===== config.mk =====
export PLATFORM = sky130hd
export DESIGN_NAME = fir_xifu_result_sched
export DESIGN_NICKNAME = d
export VERILOG_FILES = /design/src/rtl/fir_xifu_result_sched.sv
export SDC_FILE = /design/constraint.sdc
export NUM_CORES = 1
export LEC_CHECK = 0
export CAP_MARGIN = 20
export CORE_MARGIN = 2
export CORE_UTILIZATION = 58
export CTS_BUF_LIST = sky130_fd_sc_hd__clkbuf_8
export CTS_CLUSTER_SIZE = 12
export DETAILED_ROUTE_END_ITERATION = 12
export PLACE_DENSITY = 0.83
export SLEW_MARGIN = 0
export SYNTH_ARGS = -nofsm -noshare
export SYNTH_HDL_FRONTEND = slang
export SYNTH_SLANG_ARGS = --single-unit

===== constraint.sdc =====
create_clock -name clk_i -period 4.3 [get_ports clk_i]
set_clock_uncertainty 0.15 [all_clocks]
set_input_delay 0.86 -clock clk_i [delete_from_list [all_inputs] [get_ports clk_i]]
set_output_delay 0.86 -clock clk_i [all_outputs]
set_load 0.01 [all_outputs]

===== src/rtl/fir_xifu_result_sched.sv =====
// In-order commit scheduler for the FIR XIFU result channel.
// Tracks offloaded instructions and returns their results on the XIF result port in issue order.
module fir_xifu_result_sched #(
  parameter int DEPTH = 4,
  parameter int ID_W  = 4
) (
  input  logic                       clk_i,
  input  logic                       rst_i,
  input  logic                       issue_valid_i,
  output logic                       issue_ready_o,
  input  logic [ID_W-1:0]            issue_id_i,
  input  logic [4:0]                 issue_rd_i,
  input  logic                       issue_we_i,
  input  logic                       issue_mem_i,
  input  logic                       ex_valid_i,
  input  logic [ID_W-1:0]            ex_id_i,
  input  logic [31:0]                ex_data_i,
  input  logic                       mem_valid_i,
  input  logic [ID_W-1:0]            mem_id_i,
  input  logic [31:0]                mem_data_i,
  input  logic                       kill_valid_i,
  input  logic [ID_W-1:0]            kill_id_i,
  output logic                       result_valid_o,
  input  logic                       result_ready_i,
  output logic [ID_W-1:0]            result_id_o,
  output logic [31:0]                result_data_o,
  output logic [4:0]                 result_rd_o,
  output logic                       result_we_o,
  output logic [$clog2(DEPTH):0]     count_o,
  output logic                       err_o
);

  localparam int PW = $clog2(DEPTH);
  localparam int CW = PW + 1;

  logic [DEPTH-1:0] valid_q;
  logic [DEPTH-1:0] we_q;
  logic [DEPTH-1:0] src_q;
  logic [DEPTH-1:0] done_q;
  logic [DEPTH-1:0] killed_q;
  logic [ID_W-1:0]  id_q   [DEPTH];
  logic [4:0]       rd_q   [DEPTH];
  logic [31:0]      data_q [DEPTH];

  logic [PW-1:0]    head_q;
  logic [PW-1:0]    tail_q;
  logic [CW-1:0]    count_q;
  logic             err_q;

  logic [DEPTH-1:0] ex_hit;
  logic [DEPTH-1:0] mem_hit;
  logic [DEPTH-1:0] kill_hit;
  logic             dup;
  logic             push;
  logic             pop;
  logic             head_valid;
  logic             err_d;

  // Matching only looks at registered entries, so a same-cycle push is never a target.
  always_comb begin
    ex_hit   = '0;
    mem_hit  = '0;
    kill_hit = '0;
    dup      = 1'b0;
    for (int i = 0; i < DEPTH; i++) begin
      ex_hit[i]   = ex_valid_i & valid_q[i] & ~done_q[i] & ~src_q[i] & (id_q[i] == ex_id_i);
      mem_hit[i]  = mem_valid_i & valid_q[i] & ~done_q[i] & src_q[i] & (id_q[i] == mem_id_i);
      kill_hit[i] = kill_valid_i & valid_q[i] & (id_q[i] == kill_id_i);
      if (valid_q[i] && (id_q[i] == issue_id_i)) begin
        dup = 1'b1;
      end
    end
  end

  assign issue_ready_o = (count_q < CW'(DEPTH));
  assign push          = issue_valid_i & issue_ready_o & ~dup;
  assign head_valid    = valid_q[head_q];

  // A killed head leaves silently without waiting for the consumer.
  assign pop = head_valid & (killed_q[head_q] | (done_q[head_q] & result_ready_i));

  assign err_d = (ex_valid_i & ~(|ex_hit))
               | (mem_valid_i & ~(|mem_hit))
               | (issue_valid_i & dup);

  always_ff @(posedge clk_i) begin
    if (rst_i) begin
      valid_q  <= '0;
      we_q     <= '0;
      src_q    <= '0;
      done_q   <= '0;
      killed_q <= '0;
      for (int i = 0; i < DEPTH; i++) begin
        id_q[i]   <= '0;
        rd_q[i]   <= '0;
        data_q[i] <= '0;
      end
      head_q  <= '0;
      tail_q  <= '0;
      count_q <= '0;
      err_q   <= 1'b0;
    end else begin
      for (int i = 0; i < DEPTH; i++) begin
        if (ex_hit[i]) begin
          done_q[i] <= 1'b1;
          data_q[i] <= ex_data_i;
        end
        if (mem_hit[i]) begin
          done_q[i] <= 1'b1;
          data_q[i] <= mem_data_i;
        end
        if (kill_hit[i]) begin
          killed_q[i] <= 1'b1;
        end
      end

      if (pop) begin
        valid_q[head_q] <= 1'b0;
        head_q          <= head_q + 1'b1;
      end

      // Push can't alias the head slot: full blocks push, and empty has nothing to pop.
      if (push) begin
        valid_q[tail_q]  <= 1'b1;
        id_q[tail_q]     <= issue_id_i;
        rd_q[tail_q]     <= issue_rd_i;
        we_q[tail_q]     <= issue_we_i;
        src_q[tail_q]    <= issue_mem_i;
        done_q[tail_q]   <= 1'b0;
        killed_q[tail_q] <= 1'b0;
        data_q[tail_q]   <= '0;
        tail_q           <= tail_q + 1'b1;
      end

      case ({push, pop})
        2'b10:   count_q <= count_q + CW'(1);
        2'b01:   count_q <= count_q - CW'(1);
        default: count_q <= count_q;
      endcase

      err_q <= err_d;
    end
  end

  assign result_valid_o = head_valid & done_q[head_q] & ~killed_q[head_q];
  assign result_id_o    = id_q[head_q];
  assign result_data_o  = data_q[head_q];
  assign result_rd_o    = rd_q[head_q];
  assign result_we_o    = we_q[head_q];
  assign count_o        = count_q;
  assign err_o          = err_q;

endmodule


==> run metrics, run 1 <==
outcome finished, final reports clean; most frequent cell after synthesis dfxtp_1; R2R Path Start id_q[3][2]; CP startpoint kind register; Final TNS setup 0 ns; flops & latches, synth 194; crit-path max FO 25; Std-Cell Rows 50; Hold Path Sink data_q[3][4]; unrepaired setup endpoints after global routing false; Final #Nets 1215; largest net degree at the start of global routing 39; EDFF count, synth 36; Peak supply drop 205 µV; TritonCTS Buffers 17; Pre-antenna DRT Iters 5; Final GP Congestion 0.870; area grow syn2layout 16.2%; async set-reset flop share out of synthesis 0%; DR iter-0 viols 534; Critical R2R Capture count_o[2]; # fillers 1410; DRT Wirelength 28.2 mm; highest metal used met4; grt total ovfl 0; via density per instance 6.14; Slowest-stage cell, CP dfxtp_4; Hold Path Stages 2; Cell Area, Synth 11200 µm²; initial core utilization 59.6%; Chip Height 143 µm; CP endpoint kind output pin; CTS root buffer clkbuf_8; Cell Chain, Critical Path buf_4 > mux4_2 > clkdlybuf4s50_1; initial antenna violation count 1; WP data required 3.29 ns; clock-pin slew on the worst setup and hold paths 0.10 ns; synthesized area per cell 11.0 µm²; post-synth top area cell dfxtp_1; CTS tree built; CP bufs+invs 2; Hold Violations, Final 0; placed cell count 1352; fmax 277 MHz; Post-Syn Nets 1124; post_cts resized 0; I/O pins 142; Slew @ Worst Pin 0.768 ns; Worst-Skew Late Latency 0.47 ns; vias in the first global route 8600; Worst Hold Class reg -> reg; Final setup violation count 0; GRT Total Usage 28.2%; Post-synth top flop dfxtp_1; reg-to-reg slack, setup 1.41 ns; reg2reg path depth 11; Post-CTS Setup Bufs 0; Die Area 20500 µm²; CP top delay family buffers and inverters; routed len/inst 20.4 µm; min-delay src data_q[3][4]; dpl ws 0.456 ns; Die Wd 143 µm; min Tclk post-route 3.61 ns; H-tree depth 4; Yosys Warn Count 0; met1 WL 11.7 mm; Final ANT Viol Nets 0; crit share post-route 84.0%; residual DRC count 0; core box area 18800 µm²; Synth top cells by count dfxtp_1 (158), nor2_1 (115), mux2i_1 (101), a211oi_2 (87), nand2_1 (56); Mapped Cells 1020; met2 routed WL 13.8 mm; Leakage 4.36 nW; Port Buffers 141; setup ws final 0.689 ns; CP max stage delay 0.71 ns; Slew Viols, Final 0; clock sinks 194; diode count 0; Worst Setup Path Type reg -> out; first-pass GRT wire length 44.8 mm; Synth area leaders dfxtp_1 (28%), a211oi_2 (9.7%), edfxtp_1 (9.6%), mux4_2 (9.0%), mux2i_1 (9.0%); Worst Path Arrival 2.60 ns; total number of vias 8491; Post-DP HPWL 18.7 mm; headroom to the max-slew limit 48.8%; max_cap viols 0; hold_buf cts 0; CTS Buffer Depth 2; Post-Layout Cell Count 1383; layout cells sized above 1 22.1%; unique cell type count in the Yosys netlist 56; met3 WL 2.14 mm; PD cells 284 nW/µm²; Yosys top cell area share 28.2%; Seq/Total Area, Yosys 37.8%
## through the flow
| step | hold WS (ns) | power (mW) | util [%] | instance area, µm² |
|---|---|---|---|---|
| floorplan | 0.282 | 2.28 | - | 11200 |
| global placement | 0.294 | 2.48 | 67.0 | 12600 |
| detailed placement | 0.299 | 2.50 | 67.0 | 12600 |
| CTS | 0.313 | 3.71 | 69.2 | 13000 |
| global route | 0.328 | 3.83 | 69.2 | 13000 |
| finish | 0.312 | 3.71 | 69.2 | 13000 |
## worst max-delay path by stage
stage | start | to | slack [ns] | cells past startpoint
after global placement | issue_id_i[3] | id_q[0][3] | 0.51 | 7
after global routing | register | result_id_o[1] | 0.54 | 3
after CTS | register | result_data_o[27] | 0.61 | 3
after detailed placement | issue_id_i[2] | count_o[2] | 0.46 | 12
final | register | result_id_o[1] | 0.69 | 3
after floorplan | issue_id_i[2] | count_o[2] | 0.84 | 14
## cell usage in the layout, fill, tap and decap left out, types with 12 or more instances in the layout
| cell type | netlist | final |
|---|---|---|
| dfxtp_1 | 158 | 156 |
| xnor2_1 | 24 | 24 |
| clkdlybuf4s50_1 | 0 | 141 |
| clkbuf_8 | 0 | 20 |
| edfxtp_1 | 36 | 36 |
| xor2_1 | 40 | 40 |
| a211oi_2 | 87 | 87 |
| mux4_2 | 45 | 45 |
| nor2_1 | 115 | 114 |
| o21ai_0 | 35 | 35 |
| and3_1 | 27 | 27 |
| inv_1 | 45 | 48 |
| buf_4 | 8 | 23 |
| mux2i_1 | 101 | 101 |
| a221oi_2 | 30 | 30 |
| nor3_1 | 12 | 12 |
| nand2_1 | 56 | 56 |
## metal layers
metal	vias to the layer above	global-route usage, %
met5	-	0
met4	0	9.38
met3	42	4.59
met2	375	47.8
met1	4178	36.7
li1	3896	-
## worst reg2reg max path, stage by stage, from the launching register on
cell and delay (ns):
edfxtp_1 0.54, xor2_1 0.20, nor4_1 0.38, a31o_1 0.19, nor3_2 0.09, inv_1 0.08, ha_1 0.18, inv_1 0.06
fa_1 0.37, xor2_1 0.15, or3_1 0.30, a21oi_1 0.15
## kinds of logic (layout without fill, tap and decap cells)
logic type | after synthesis | count (layout) | synth area share, %
AND/OR/NAND/NOR | 262 | 262 | 11.9
AO/OA/AOI/OAI | 197 | 197 | 18.6
flip-flops | 194 | 194 | 37.8
buffers and inverters | 147 | 250 | 7.48
multiplexers | 146 | 146 | 18.0
XOR/XNOR | 64 | 64 | 5.00
adder cells (fa/ha/maj) | 10 | 10 | 1.18
## final cells by class
cell class | instances | area, µm² | area share (%)
well taps | 260 | 325 | 2.50
inverters | 48 | 180 | 1.38
multi-input cells | 679 | 6150 | 47.2
flip-flops and latches | 194 | 4250 | 32.6
repair buffers | 171 | 1720 | 13.2
clock inverters | 11 | 139 | 1.07
clock buffers | 20 | 275 | 2.11
## power by group
group / switching, mW / internal (mW)
sequential: 0.0546 / 1.91
combinational: 0.267 / 0.229
clock: 0.628 / 0.616
total: 0.949 / 2.76
## sequential cells by signal, summed over array words and instances (netlist names), 2 cells and up, named ones only
signal,flops
count_o,3
data_q,128
done_q,4
head_q,2
id_q,16
killed_q,4
rd_q,20
src_q,4
tail_q,2
valid_q,4
we_q,4
(Power assumes the default switching activity.)
==> run 2: changes to the inputs <==
clock period = 3.6 ns   (was 4.3 ns; I/O delays follow)
==> run 2 against run 1 <==
Net effect: clock power increased by 6%; final area increased by 0.69%; first-iteration DRC count increased by 41%; highest routed layer unchanged; sequential share of layout area decreased by 0.22 points; power increased by 15%; setup slack got worse by 0.35 ns; count of clock-buffer cells in the layout decreased by 3; utilization increased by 0.48 points; largest cell class unchanged; routed wire length increased by 3.5%.
==> run metrics, run 2 (same netlist as run 1, synthesis figures left out) <==
outcome finished, final reports clean; CTS root buffer clkbuf_8; grt total ovfl 0 (unchanged); min-delay src data_q[3][6]; Die Wd 143 µm (unchanged); fmax 306 MHz; CTS Buffer Depth 2 (unchanged); # fillers 1389 (-1.5%); CP endpoint kind register; hold slack final 0.316 ns (+0.00411 ns); Worst Path Arrival 3.53 ns (+0.93 ns); Reg with most FFs data_q; Peak supply drop 340 µV (+66%); headroom to the max-slew limit 50.1% (+1.3 points); most frequent cells in the layout dfxtp_1 (156), clkdlybuf4s50_1 (141), nor2_1 (114); Chip Height 143 µm (unchanged); largest net degree at the start of global routing 67 (+72%); most common cell after layout, fill and taps aside dfxtp_1; Leakage 4.38 nW (+0.43%); crit share post-route 90.7%; crit-path max FO 5 (-80%); Worst-Skew Late Latency 0.48 ns (about the same); Hold Violations, Final 0 (unchanged); Hold Path Stages 2 (unchanged); WP data required 3.87 ns (+0.58 ns); Final #Nets 1221 (+0.49%); GRT Total Usage 29.2% (+1.1 points); clock-pin slew on the worst setup and hold paths 0.10 ns (about the same); reg-to-reg slack, setup 0.65 ns (-0.76 ns); TritonCTS Buffers 17 (unchanged); residual DRC count 0 (unchanged); Register Area 4250 µm² (unchanged); CP max stage delay 0.59 ns (-0.12 ns); Hold Path Sink data_q[3][6]; Die Area 20500 µm² (unchanged); Post-CTS Setup Bufs 0 (unchanged); vias in the first global route 8754 (+1.8%); Final ANT Viol Nets 0 (unchanged); post_cts resized 0 (unchanged); initial core utilization 59.6% (unchanged); via density per instance 6.22 (+1.3%); core box area 18800 µm² (unchanged); I/O pins 142 (unchanged); Port Buffers 141 (unchanged); CTS tree built; R2R Path Start id_q[3][2]; max_cap viols 0 (unchanged); Slowest-stage cell, CP clkdlybuf4s50_1; H-tree depth 4 (unchanged); Critical R2R Capture count_o[2]; Regs by FF count data_q x128, rd_q x20, id_q x16; initial antenna violation count 1 (unchanged); layout cells sized above 1 22.7% (+0.57 points); clock sinks 194 (unchanged); CP startpoint kind input pin; Slew Viols, Final 0 (unchanged); Slew @ Worst Pin 0.743 ns (-0.0244 ns); DR iter-0 viols 753 (+41%); first-pass GRT wire length 46.1 mm (+3.1%); Final setup violation count 0 (unchanged); min Tclk post-route 3.26 ns; Post-DP HPWL 18.7 mm (+0.37%); Final Core Density 69.7% (+0.48 points); Worst Setup Path Type in -> reg; Std-Cell Rows 50 (unchanged); hold_buf cts 0 (unchanged); PD cells 326 nW/µm² (+15%); DRT Wirelength 29.2 mm (+3.5%); unrepaired setup endpoints after global routing false; routed len/inst 21.0 µm (+2.9%); reg2reg path depth 11 (unchanged); Cell Chain, Critical Path clkdlybuf4s50_1 > xor2_1 > nor4_1 > a31o_1 > nor3_2 > inv_1 > ha_1 > inv_1 > fa_1 > xor2_1 > or3_1 > a21oi_1; area grow syn2layout 17.0%; total number of vias 8654 (+1.9%); Final GP Congestion 0.900 (+3.5%); Pre-antenna DRT Iters 5 (unchanged); max FFs per register 128 (unchanged); area of the multi-input gates 6150 µm² (unchanged); Worst Hold Class reg -> reg
run 2: per-layer routing:
metal / track usage, % / wire, µm / vias up
li1: - / - / 3915
met1: 37.3 / 12200 / 4286
met2: 49.0 / 14000 / 383
met3: 5.60 / 2180 / 70
met4: 11.7 / 813 / 0
met5: 0 / 0 / -
run 2: power breakdown:
part / switching [mW] / total (mW) / internal [mW]
Sequential: 0.0694 / 2.35 / 2.28
Clock: 0.834 / 1.32 / 0.483
Combinational: 0.324 / 0.604 / 0.280
run 2: worst max path at each step:
stage / startpoint / to
CTS: register / result_data_o[0]
finish: issue_id_i[2] / count_o[2]
global route: register / result_data_o[0]
floorplan: issue_id_i[2] / count_o[2]
detailed placement: issue_id_i[2] / count_o[2]
global placement: issue_id_i[0] / id_q[0][2]
run 2: critical path: cells and delay by family:
kind | cells | cell delay, ns
compound gates | 2 | 0.34
xor+xnor | 2 | 0.41
fa+ha+maj | 2 | 0.53
buf+inv | 3 | 0.71
simple gates | 3 | 0.81
run 2: through the flow:
step	total power [mW]	TNS, ns	setup WS [ns]	area [µm²]	instances
2_1_floorplan	2.72	0	0.278	11200	1020
3_3_place_gp	2.98	-0.646	-0.0256	12700	1356
3_5_place_dp	2.99	-0.143	-0.143	12800	1357
4_1_cts	4.27	0	0.315	13100	1389
5_1_grt	4.40	0	0.239	13100	1390
6_report	4.27	0	0.336	13100	1391
run 2: layout make-up:
| cell class | count | area share (%) |
|---|---|---|
| inverters | 48 | 1.37 |
| repair buffers | 177 | 14.3 |
| clock inverters | 15 | 0.839 |
| multi-input cells | 679 | 46.9 |
| flip-flops and latches | 194 | 32.4 |
| diodes | 1 | 0.0191 |
| well taps | 260 | 2.48 |
| clock buffers | 17 | 1.78 |
